File: src/rtl/cdb_result_queue.sv
// Per-functional-unit result FIFO feeding the CDB arbiter.
// It is first-word-fall-through: the head is driven combinationally and pops when the arbiter grants it.
module cdb_result_queue #(
  parameter int DEPTH  = 4,
  parameter int TAG_W  = 5,
  parameter int DATA_W = 32
) (
  input  logic              clk,
  input  logic              rst,
  input  logic              stall_i,
  input  logic              flush_i,
  input  logic              fu_valid_i,
  input  logic [TAG_W-1:0]  fu_tag_i,
  input  logic [DATA_W-1:0] fu_data_i,
  output logic              fu_ready_o,
  output logic              cdb_req_o,
  input  logic              cdb_grant_i,
  output logic              cdb_valid_o,
  output logic [TAG_W-1:0]  cdb_tag_o,
  output logic [DATA_W-1:0] cdb_data_o,
  output logic              overflow_o
);

  localparam int PTR_W = $clog2(DEPTH);
  localparam int CNT_W = PTR_W + 1;
  localparam logic [CNT_W-1:0] FULL_CNT = CNT_W'(DEPTH);

  logic [TAG_W-1:0]  r_tag_mem  [DEPTH];
  logic [DATA_W-1:0] r_data_mem [DEPTH];
  logic [PTR_W-1:0]  r_rd_ptr;
  logic [PTR_W-1:0]  r_wr_ptr;
  logic [CNT_W-1:0]  r_count;
  logic              r_overflow;

  logic w_ready;
  logic w_req;
  logic w_push;
  logic w_pop;

  assign w_ready = (r_count != FULL_CNT);
  assign w_req   = (r_count != '0);
  assign w_push  = fu_valid_i & w_ready;
  assign w_pop   = w_req & cdb_grant_i & ~stall_i;

  assign fu_ready_o  = w_ready;
  assign cdb_req_o   = w_req;
  assign cdb_valid_o = w_pop;
  assign cdb_tag_o   = w_req ? r_tag_mem[r_rd_ptr]  : '0;
  assign cdb_data_o  = w_req ? r_data_mem[r_rd_ptr] : '0;
  assign overflow_o  = r_overflow;

  // Storage is deliberately left unreset; only pointer and count state is reset.
  always_ff @(posedge clk) begin
    if (w_push) begin
      r_tag_mem[r_wr_ptr]  <= fu_tag_i;
      r_data_mem[r_wr_ptr] <= fu_data_i;
    end
  end

  always_ff @(posedge clk or negedge rst) begin
    if (!rst) begin
      r_rd_ptr <= '0;
      r_wr_ptr <= '0;
      r_count  <= '0;
    end else if (flush_i) begin
      r_rd_ptr <= '0;
      r_wr_ptr <= '0;
      r_count  <= '0;
    end else begin
      if (w_push) r_wr_ptr <= r_wr_ptr + PTR_W'(1);
      if (w_pop)  r_rd_ptr <= r_rd_ptr + PTR_W'(1);
      case ({w_push, w_pop})
        2'b10:   r_count <= r_count + CNT_W'(1);
        2'b01:   r_count <= r_count - CNT_W'(1);
        default: r_count <= r_count;
      endcase
    end
  end

  // Sticky until reset; a flush leaves it unchanged.
  always_ff @(posedge clk or negedge rst) begin
    if (!rst) begin
      r_overflow <= 1'b0;
    end else if (fu_valid_i && !w_ready) begin
      r_overflow <= 1'b1;
    end
  end

endmodule

File: config.mk
export PLATFORM = sky130hd
export DESIGN_NAME = cdb_result_queue
export DESIGN_NICKNAME = d
export VERILOG_FILES = /design/src/rtl/cdb_result_queue.sv
export SDC_FILE = /design/constraint.sdc
export NUM_CORES = 1
export LEC_CHECK = 0
export BUFFER_PORTS_ARGS = -buffer_cell sky130_fd_sc_hd__buf_4
export CORE_MARGIN = 2
export CORE_UTILIZATION = 51
export CTS_CLUSTER_SIZE = 12
export DETAILED_ROUTE_END_ITERATION = 8
export PLACE_DENSITY_LB_ADDON = 0.25
export SLEW_MARGIN = 25
export SYNTH_ARGS = -nofsm -noshare
export SYNTH_HDL_FRONTEND = slang
export SYNTH_SLANG_ARGS = --single-unit
File: constraint.sdc
create_clock -name clk -period 2 [get_ports clk]
set_input_delay 0.6 -clock clk [delete_from_list [all_inputs] [get_ports clk]]
set_output_delay 0.6 -clock clk [all_outputs]
set_load 0.02 [all_outputs]
==> results of run 1 <==
==> worst max-delay path by stage <==
stage	startpoint	endpoint	slack, ns	cells past startpoint
detailed placement	r_rd_ptr[0]$_DFFE_PN0P_	cdb_data_o[21]	-0.09	4
CTS	r_rd_ptr[0]$_DFFE_PN0P_	cdb_data_o[28]	-0.53	4
global route	r_rd_ptr[0]$_DFFE_PN0P_	cdb_data_o[2]	-0.57	5
global placement	r_rd_ptr[0]$_DFFE_PN0P_	cdb_data_o[21]	-0.08	4
finish	r_rd_ptr[0]$_DFFE_PN0P_	cdb_data_o[15]	-0.52	5
floorplan	r_rd_ptr[1]$_DFFE_PN0P_	cdb_data_o[12]	-0.02	4
==> worst max-delay path: stages (launching register included) <==
cell and delay [ns]:
dfrtp_2 0.41, buf_12 0.15, clkbuf_16 0.16, mux4_2 0.50
and2_4 0.17, buf_6 0.12
==> metrics by stage <==
step / worst slack [ns] / utilization (%)
2_1_floorplan: -0.02070 / -
3_3_place_gp: -0.07690 / 61.29
3_5_place_dp: -0.08584 / 61.29
4_1_cts: -0.5297 / 68.57
5_1_grt: -0.5730 / 70.44
6_report: -0.5245 / 70.44
==> per-layer routing <==
metal  GRT usage, %  up-vias  share of wire (%)
met5              0        -                  0
met4          7.480        0                1.3
met3          5.313       19                5.8
met2          31.66      118                 51
met1          24.12     1634                 42
li1               -     1406                  -
==> cell type report <==
cell class	instances	area share, %
multi-input combinational	114	18.46
inverter	4	0.1843
clock buffer	19	5.314
tap	143	2.196
sequential	156	57.04
clock inverter	12	1.290
timing repair buffer	123	15.51
==> sequential cells by signal, summed over array words and instances, names as in the netlist <==
name / cells
r_tag_mem: 20
r_count: 3
r_rd_ptr: 2
overflow_o: 1
r_data_mem: 128
r_wr_ptr: 2
==> Yosys cell counts (all sizes together), types with 2 or more instances <==
| master | number | area share, % |
|---|---|---|
| nand4b | 2 | 0.29 |
| nand2 | 7 | 0.43 |
| dfrtp | 8 | 3.3 |
| and2 | 39 | 4.0 |
| xnor2 | 3 | 0.55 |
| ha | 4 | 0.82 |
| and3 | 4 | 0.41 |
| edfxtp | 148 | 73 |
| mux4 | 37 | 14 |
| clkbuf | 7 | 0.45 |
| buf | 8 | 0.78 |
| inv | 4 | 0.25 |
| nor2 | 5 | 0.31 |
| o2111ai | 2 | 0.29 |
==> cells by family after synthesis <==
kind of cell | after synthesis | synth area share (%)
flops | 156 | 76.07
simple gates | 62 | 6.127
mux | 39 | 14.00
buf+inv | 19 | 1.475
fa+ha+maj | 5 | 1.148
compound gates | 4 | 0.4918
xor+xnor | 4 | 0.6969
==> what timing repair did <==
action | 4_1_cts | 5_1_grt
gates resized for setup | 75 | 28
hold buffers | 1 | 0
endpoints found under the setup margin | 41 | 43
endpoints found under the hold margin | 8 | 0
pin swaps | 4 | 19
buffers inserted | 6 | 10
gates cloned | 1 | 3
==> power by group <==
group	leakage [nW]	switching, mW	internal [mW]
clock network	0.261	1.13	1.79
registers	1.46	0.0747	3.85
logic	1.22	1.21	1.49
total	2.94	2.41	7.13
==> cell usage in the layout (no fill, tap or decap), drive strengths merged, types with 5 or more instances in the layout <==
cell type,instances
nor2,5
clkinv,9
clkbuf,21
nand2,7
and2,39
dfrtp,8
edfxtp,148
buf,120
mux4,37
==> metrics.cfg, run 1 <==
[synthesis]
ys_ff_latch=156
synth_flop_cell=edfxtp_1
synth_cells=289
synth_nets=337
yosysSeqAreaShare_pct=76.07
synth_area_um2=6106
avgSynthCellArea_um2=21.13
synth_cell_type_count=30
async_reset_ff_share_pct=5.128
synth-edff-count=148
synth_warnings=0

[worst_setup_path]
cp.required_ns=1.40
r2r_end=r_count[2]$_DFFE_PN0P_
cp_data_arrival_time_ns=1.92
cp_max_fo=6
r2r_cells=8
endpoint_kind=primary output
path_class=reg2out
ff2ff_setup_slack_ns=-0.22
reg2reg_from=r_count[2]$_DFFE_PN0P_
start_kind=flip-flop

[layout]
fill_cells=725
multi_input_area_um2=1504
final_nets=464
finalNonFillerCells=571
regArea_um2=4647
area_delta_synth_final_pct=33.42
postLayoutCellArea_um2=8147
antenna_cells=0
drive_above_1_share_pct=54.91

[clock_network]
cts_tree=done
clockRootBuffer=clkbuf_16
cts_buffer_depth=2
cts-htree-levels=4
cts_buffers=17
clock_sinks=156
clk_latency_ns=0.41
path_clk_slew_ns=0.06

[global_routing]
overflow=0
grt_max_degree=25
grt_first_pass_wirelength_mm=17.86
antenna_found_initial=0
grt_usage_pct=19.05
first_global_vias=3361

[worst_hold_path]
hold_start=fu_data_i[20]
hp-class=in2reg
min_to=r_data_mem[3][20]$_DFFE_PP_
holdPathStages=1

[floorplan]
ios=84
die_w_um=113.4
num_rows=39
die_area_um2=12860
start_util_pct=52.80
coreArea_um2=11560
die_height_um=113.4

[place]
io_buffer_count=83
hpwl_mm=6.979
placed_cells=522
gp_congestion=0.7186
place_area_um2=7088

[power]
peakVddDrop_v=0.0009126
power_density_nw_per_um2=1171
power_mw=9.543
p_leak_nw=2.943

[timing]
finalMaxSlewViolations=0
fin_worst_skew_ns=0.006351
worst_pin_slew_ns=0.2613
whs_ns=0.3869
setup_violations=43
rsz0062_at_grt=true
final.setup.tns_ns=-18.60
finalCritPeriodShare_pct=126.2
hold_violations=0
period_minus_slack_ns=2.525
relSlewSlack_pct=82.58
max_freq_ghz=0.3961
timing.final.ws_setup_ns=-0.5245

[drt]
first_pass_iters=4
route.detailed.drc=0
wire_per_inst_um=20.77
vias_per_cell=5.564
drt_iter0_drc=149
routed_wl_mm=11.86
ant_nets=0
vias=3177

[flow_run]
drv_cap=0

[outcome]
violations=negative setup slack
status=finished with violations

Power figures use the tool's default switching activity.
==> run 2, diff against run 1 <==
--- a/config.mk
+++ b/config.mk
@@ -10,7 +10,7 @@
 export CORE_UTILIZATION = 51
 export CTS_CLUSTER_SIZE = 12
 export DETAILED_ROUTE_END_ITERATION = 8
-export PLACE_DENSITY_LB_ADDON = 0.25
+export PLACE_DENSITY = 0.72
 export SLEW_MARGIN = 25
 export SYNTH_ARGS = -nofsm -noshare
 export SYNTH_HDL_FRONTEND = slang
==> run 2 against run 1 <==
- the flow still finishes with violations (negative setup slack)
- power grew 1.8%
- utilization shrank 0.29 points
- combinational power shrank 5%
- register-to-register slack gained 0.05 ns
- critical path type unchanged
- highest routed layer unchanged
==> metrics.cfg, run 2 (same netlist as run 1, synthesis figures left out) <==
[worst_setup_path]
cp_data_arrival_time_ns=1.90  ; was 1.92 ns
cp.required_ns=1.40  ; about the same
endpoint_kind=primary output  ; unchanged
path_class=reg2out  ; unchanged
start_kind=flip-flop  ; unchanged
cp_max_fo=14  ; was 6

[drt]
drt_iter0_drc=196  ; was 149
wire_per_inst_um=20.55  ; was 20.77 um
route.detailed.drc=0  ; unchanged
ant_nets=0  ; unchanged
vias=3084  ; was 3,177
routed_wl_mm=11.61  ; was 11.86 mm
vias_per_cell=5.458  ; was 5.564
first_pass_iters=4  ; unchanged

[layout]
drive_above_1_share_pct=55.69  ; was 54.91%
largest_register_ffs=128  ; unchanged
largest_register=r_data_mem  ; unchanged
area_delta_synth_final_pct=32.87  ; was 33.42%
reg_top3=r_data_mem x128, r_tag_mem x20, r_count x3  ; unchanged
final_common_cell=edfxtp_1  ; unchanged
final_nets=457  ; was 464
antenna_cells=0  ; unchanged
layout_common_cells=edfxtp_1 (148), buf_4 (62), buf_6 (42)  ; was edfxtp_1 (148), buf_4 (58), buf_6 (54)
fill_cells=698  ; was 725

[floorplan]
die_area_um2=12860  ; unchanged
ios=84  ; unchanged
num_rows=39  ; unchanged
die_w_um=113.4  ; unchanged
die_height_um=113.4  ; unchanged
coreArea_um2=11560  ; unchanged
start_util_pct=52.80  ; unchanged

[place]
io_buffer_count=83  ; unchanged
gp_congestion=0.7339  ; was 0.7186
hpwl_mm=6.980  ; was 6.979 mm

[flow_run]
drv_cap=0  ; unchanged

[clock_network]
cts-htree-levels=4  ; unchanged
cts_buffer_depth=2  ; unchanged
cts_buffers=17  ; unchanged
clock_sinks=156  ; unchanged
clk_latency_ns=0.42  ; was 0.41 ns
cts_tree=done  ; unchanged
path_clk_slew_ns=0.06  ; about the same
clockRootBuffer=clkbuf_16  ; unchanged

[timing]
max_freq_ghz=0.3999  ; was 0.3961 GHz
relSlewSlack_pct=83.21  ; was 82.58%
rsz0062_at_grt=true  ; unchanged
whs_ns=0.3749  ; was 0.3869 ns
setup_violations=42  ; was 43
worst_pin_slew_ns=0.2518  ; was 0.2613 ns
timing.final.ws_setup_ns=-0.5008  ; was -0.5245 ns
finalCritPeriodShare_pct=125.0  ; was 126.2%
hold_violations=0  ; unchanged
period_minus_slack_ns=2.501  ; was 2.525 ns
fin_worst_skew_ns=0.008721  ; was 0.006351 ns
finalMaxSlewViolations=0  ; unchanged

[worst_hold_path]
hp-class=in2reg  ; unchanged

[outcome]
violations=negative setup slack  ; unchanged
status=finished with violations  ; unchanged

[global_routing]
grt_usage_pct=19.47  ; was 19.05%
grt_first_pass_wirelength_mm=17.96  ; was 17.86 mm
antenna_found_initial=0  ; unchanged
grt_max_degree=25  ; unchanged
overflow=0  ; unchanged
first_global_vias=3407  ; was 3,361

[power]
peakVddDrop_v=0.0008434  ; was 0.0009126 V
power_mw=9.711  ; was 9.543 mW
power_density_nw_per_um2=1197  ; was 1171 nW/um^2
p_leak_nw=2.917  ; was 2.943 nW

-- run 2: cell count changes in the layout (fill, tap and decap cells not counted), moves of 2 or more --
cell        previous run  this run
buf_12                 8        10
buf_4                 58        62
buf_6                 54        42
clkbuf_16             19        17
clkinv_1               6         1
clkinv_4               0         3
clkinvlp_4             1         3
inv_6                  0         2
-- run 2: area by class of cell --
| class | count | area [um^2] | area share [%] |
|---|---|---|---|
| multi-input combinational | 114 | 1509 | 18.60 |
| inverter | 4 | 15.01 | 0.1851 |
| clock buffer | 18 | 429.2 | 5.290 |
| sequential | 156 | 4647 | 57.28 |
| clock inverter | 14 | 170.2 | 2.097 |
| timing repair buffer | 116 | 1164 | 14.34 |
| tap | 143 | 178.9 | 2.205 |
-- run 2: path summary, 6_finish.rpt --
path	startpoint	to	slack, ns	cells past startpoint
worst max-delay path	r_rd_ptr[0]$_DFFE_PN0P_	cdb_data_o[24]	-0.50	4
worst min-delay path	fu_data_i[13]	r_data_mem[0][13]$_DFFE_PP_	0.37	1
worst max register to register	r_count[1]$_DFFE_PN0P_	r_count[2]$_DFFE_PN0P_	-0.17	8
worst min register to register	overflow_o$_DFFE_PN0P_	overflow_o$_DFFE_PN0P_	0.48	1
max in group asynchronous	rst	r_rd_ptr[1]$_DFFE_PN0P_	1.32	2
min in group asynchronous	rst	r_count[2]$_DFFE_PN0P_	0.54	2
-- run 2: power breakdown --
group	leakage, nW	internal (mW)	switching, mW	total [mW]
combinational	1.17	1.40	1.18	2.57
clock	0.284	1.96	1.25	3.22
sequential	1.46	3.85	0.0745	3.92
-- run 2: routing by layer --
metal,vias to the layer above,track usage (%),wire [um]
met5,-,0,0
met2,82,32.10,6086
li1,1393,-,-
met4,0,7.724,56
met1,1603,23.28,4813
met3,6,7.705,651
-- run 2: worst max-delay path, cell delays in order (launching register included) --
cell and delay, ns:
dfrtp_2 0.44, buf_12 0.19, mux4_2 0.51, and2_4 0.17
buf_4 0.15
-- run 2: through the flow --
step / instance area, um^2 / TNS, ns / worst slack, ns / util [%] / instances
2_1_floorplan: 6142 / -0.2078 / -0.02070 / - / 289
3_3_place_gp: 7146 / -1.548 / -0.06864 / 61.79 / 523
3_5_place_dp: 7146 / -1.905 / -0.08413 / 61.79 / 523
4_1_cts: 8023 / -19.39 / -0.5316 / 69.37 / 561
5_1_grt: 8113 / -20.67 / -0.5565 / 70.15 / 565
6_report: 8113 / -18.15 / -0.5008 / 70.15 / 565
-- run 2: repair_timing --
item	in CTS	in global routing
pin swaps	5	5
setup buffers	5	7
endpoints found under the setup margin	41	43
endpoints found under the hold margin	8	0
resized for setup	72	18
hold buffers	1	0
==> run 3, diff against run 2 <==
--- a/config.mk
+++ b/config.mk
@@ -6,6 +6,7 @@
 export NUM_CORES = 1
 export LEC_CHECK = 0
 export BUFFER_PORTS_ARGS = -buffer_cell sky130_fd_sc_hd__buf_4
+export CORE_ASPECT_RATIO = 2
 export CORE_MARGIN = 2
 export CORE_UTILIZATION = 51
 export CTS_CLUSTER_SIZE = 12
==> constraint.sdc (replaced) <==
create_clock -name clk -period 2.25 [get_ports clk]
set_input_delay 0.675 -clock clk [delete_from_list [all_inputs] [get_ports clk]]
set_output_delay 0.675 -clock clk [all_outputs]
set_load 0.02 [all_outputs]
==> run 3 against run 2 <==
- the flow still finishes with violations (negative setup slack)
- clock skew is 0.0016 ns lower
- critical path depth unchanged
- clock power fell by 17%
- register-to-register slack better by 0.29 ns
- final cell count fell by 1.6%
- utilization shrank 2.5 points
==> metrics.cfg, run 3 (same netlist as run 1, synthesis figures left out) <==
[worst_setup_path]
cp_data_arrival_time_ns=1.86  ; was 1.90 ns
cpMaxStageDelayCell=mux4_2  ; unchanged
crit_buf_inv=2  ; unchanged
crit_chain=buf_12 > mux4_2 > and2_4 > buf_6  ; was buf_12 > mux4_2 > and2_4 > buf_4
endpoint_kind=primary output  ; unchanged
path_class=reg2out  ; unchanged
cp.required_ns=1.57  ; was 1.40 ns
cp_max_fo=14  ; unchanged
cpLargestDelayFamily=multiplexers  ; unchanged
start_kind=flip-flop  ; unchanged
critical-path-max-stage-delay_ns=0.53  ; was 0.51 ns

[layout]
area_delta_synth_final_pct=29.63  ; was 32.87%
postLayoutCellArea_um2=7915  ; was 8113 um^2
drive_above_1_share_pct=53.77  ; was 55.69%
reg_top3=r_data_mem x128, r_tag_mem x20, r_count x3  ; unchanged
antenna_cells=0  ; unchanged
final_nets=447  ; was 457
layout_common_cells=edfxtp_1 (148), buf_4 (59), buf_6 (39)  ; was edfxtp_1 (148), buf_4 (62), buf_6 (42)
final_common_cell=edfxtp_1  ; unchanged
final_util_pct=67.64  ; was 70.15%
largest_register_ffs=128  ; unchanged
largest_register=r_data_mem  ; unchanged

[floorplan]
die_w_um=81.37  ; was 113.4 um
die_area_um2=12920  ; was 12,860 um^2
num_rows=56  ; was 39
ios=84  ; unchanged
start_util_pct=52.18  ; was 52.80%
die_height_um=158.7  ; was 113.4 um
coreArea_um2=11700  ; was 11,560 um^2

[global_routing]
overflow=0  ; unchanged
grt_usage_pct=19.13  ; was 19.47%
grt_first_pass_wirelength_mm=17.54  ; was 17.96 mm
grt_max_degree=38  ; was 25
antenna_found_initial=0  ; unchanged
first_global_vias=3355  ; was 3,407

[clock_network]
cts_buffers=17  ; unchanged
clk_latency_ns=0.41  ; was 0.42 ns
cts_tree=done  ; unchanged
path_clk_slew_ns=0.06  ; about the same
cts_buffer_depth=2  ; unchanged
cts_hold_buffers=0  ; was 1
cts-htree-levels=4  ; unchanged
clockRootBuffer=clkbuf_16  ; unchanged
clock_sinks=156  ; unchanged

[place]
gp_congestion=0.8058  ; was 0.7339
hpwl_mm=7.227  ; was 6.980 mm
place_area_um2=7066  ; was 7146 um^2
pre_cts_slack_ns=0.01965  ; was -0.08413 ns
io_buffer_count=83  ; unchanged

[power]
power_density_nw_per_um2=1061  ; was 1197 nW/um^2
power_mw=8.399  ; was 9.711 mW
p_leak_nw=2.827  ; was 2.917 nW
peakVddDrop_v=0.0006527  ; was 0.0008434 V

[drt]
vias=3025  ; was 3,084
routed_wl_mm=11.20  ; was 11.61 mm
vias_per_cell=5.441  ; was 5.458
drt_iter0_drc=151  ; was 196
route.detailed.drc=0  ; unchanged
wire_per_inst_um=20.14  ; was 20.55 um
first_pass_iters=4  ; unchanged
ant_nets=0  ; unchanged

[timing]
max_freq_ghz=0.3940
period_minus_slack_ns=2.538
finalCritPeriodShare_pct=112.8
final.setup.tns_ns=-9.597  ; was -18.15 ns
relSlewSlack_pct=62.40  ; was 83.21%
finalMaxSlewViolations=0  ; unchanged
fin_worst_skew_ns=0.007076  ; was 0.008721 ns
worst_pin_slew_ns=0.5640  ; was 0.2518 ns
timing.final.ws_setup_ns=-0.2880  ; was -0.5008 ns
rsz0062_at_grt=true  ; unchanged
hold_violations=0  ; unchanged
setup_violations=38  ; was 42

[outcome]
violations=negative setup slack  ; unchanged
status=finished with violations  ; unchanged

[flow_run]
drv_cap=0  ; unchanged

[worst_hold_path]
hp-class=in2async  ; was in2reg

[run 3: cell types whose count changed in the layout (fill, tap and decap cells not counted), moves of 2 or more]
cell      previous run  this run
inv_6                2         0
buf_6               42        39
buf_12              10         7
clkinv_2             2         5
buf_4               62        59
[run 3: what timing repair did]
action / CTS / global route
endpoints found under the setup margin: 41 / 41
pin swaps: 6 / 2
endpoints found under the hold margin: 0 / 0
gates resized for setup: 77 / 4
buffers inserted: 5 / 1
[run 3: path summary, 6_finish.rpt]
path                                               from                    endpoint  slack (ns)  cells after the start
worst min-delay path                                rst      overflow_o$_DFFE_PN0P_        0.07                      1
min in group clk                           fu_data_i[0]  r_data_mem[3][0]$_DFFE_PP_        0.46                      1
worst max-delay path            r_rd_ptr[0]$_DFFE_PN0P_              cdb_data_o[22]       -0.29                      4
max in group asynchronous                           rst     r_rd_ptr[1]$_DFFE_PN0P_        2.03                      1
worst min register to register   overflow_o$_DFFE_PN0P_      overflow_o$_DFFE_PN0P_        0.49                      1
worst max register to register   r_count[0]$_DFFE_PN0P_      r_count[2]$_DFFE_PN0P_        0.12                      8
[run 3: power by group]
part	internal, mW	switching (mW)	leakage [nW]
clock	1.62	1.06	0.268
combinational	1.20	1.04	1.10
sequential	3.42	0.0649	1.46
[run 3: worst register-to-register path: cells and delay by family (launching register included)]
kind                     cells  cell delay, ns
buffers and inverters        1            0.15
AO/OA/AOI/OAI                1            0.10
flip-flops                   1            0.38
AND/OR/NAND/NOR              5            1.17
adder cells (fa/ha/maj)      1            0.24
[run 3: cell type report]
class | instances | area [um^2]
Timing Repair Buffer | 106 | 1037
Fill cell | 777 | 3786
Inverter | 4 | 15.01
Clock buffer | 19 | 432.9
Sequential cell | 156 | 4647
Tap cell | 145 | 181.4
Clock inverter | 12 | 125.1
Multi-Input combinational cell | 114 | 1476
[run 3: layer usage]
layer | track usage (%) | up-vias | wire length [um]
li1 | - | 1367 | -
met1 | 21.02 | 1557 | 4012
met2 | 33.08 | 80 | 6426
met3 | 5.455 | 21 | 451
met4 | 8.706 | 0 | 305
met5 | 0 | - | 0
[run 3: stage by stage]
| stage | instances | hold WS, ns |
|---|---|---|
| after floorplan | 289 | 0.3794 |
| after global placement | 520 | 0.4741 |
| after detailed placement | 520 | 0.4844 |
| after CTS | 555 | 0.06580 |
| after global routing | 556 | 0.07090 |
| final | 556 | 0.07342 |
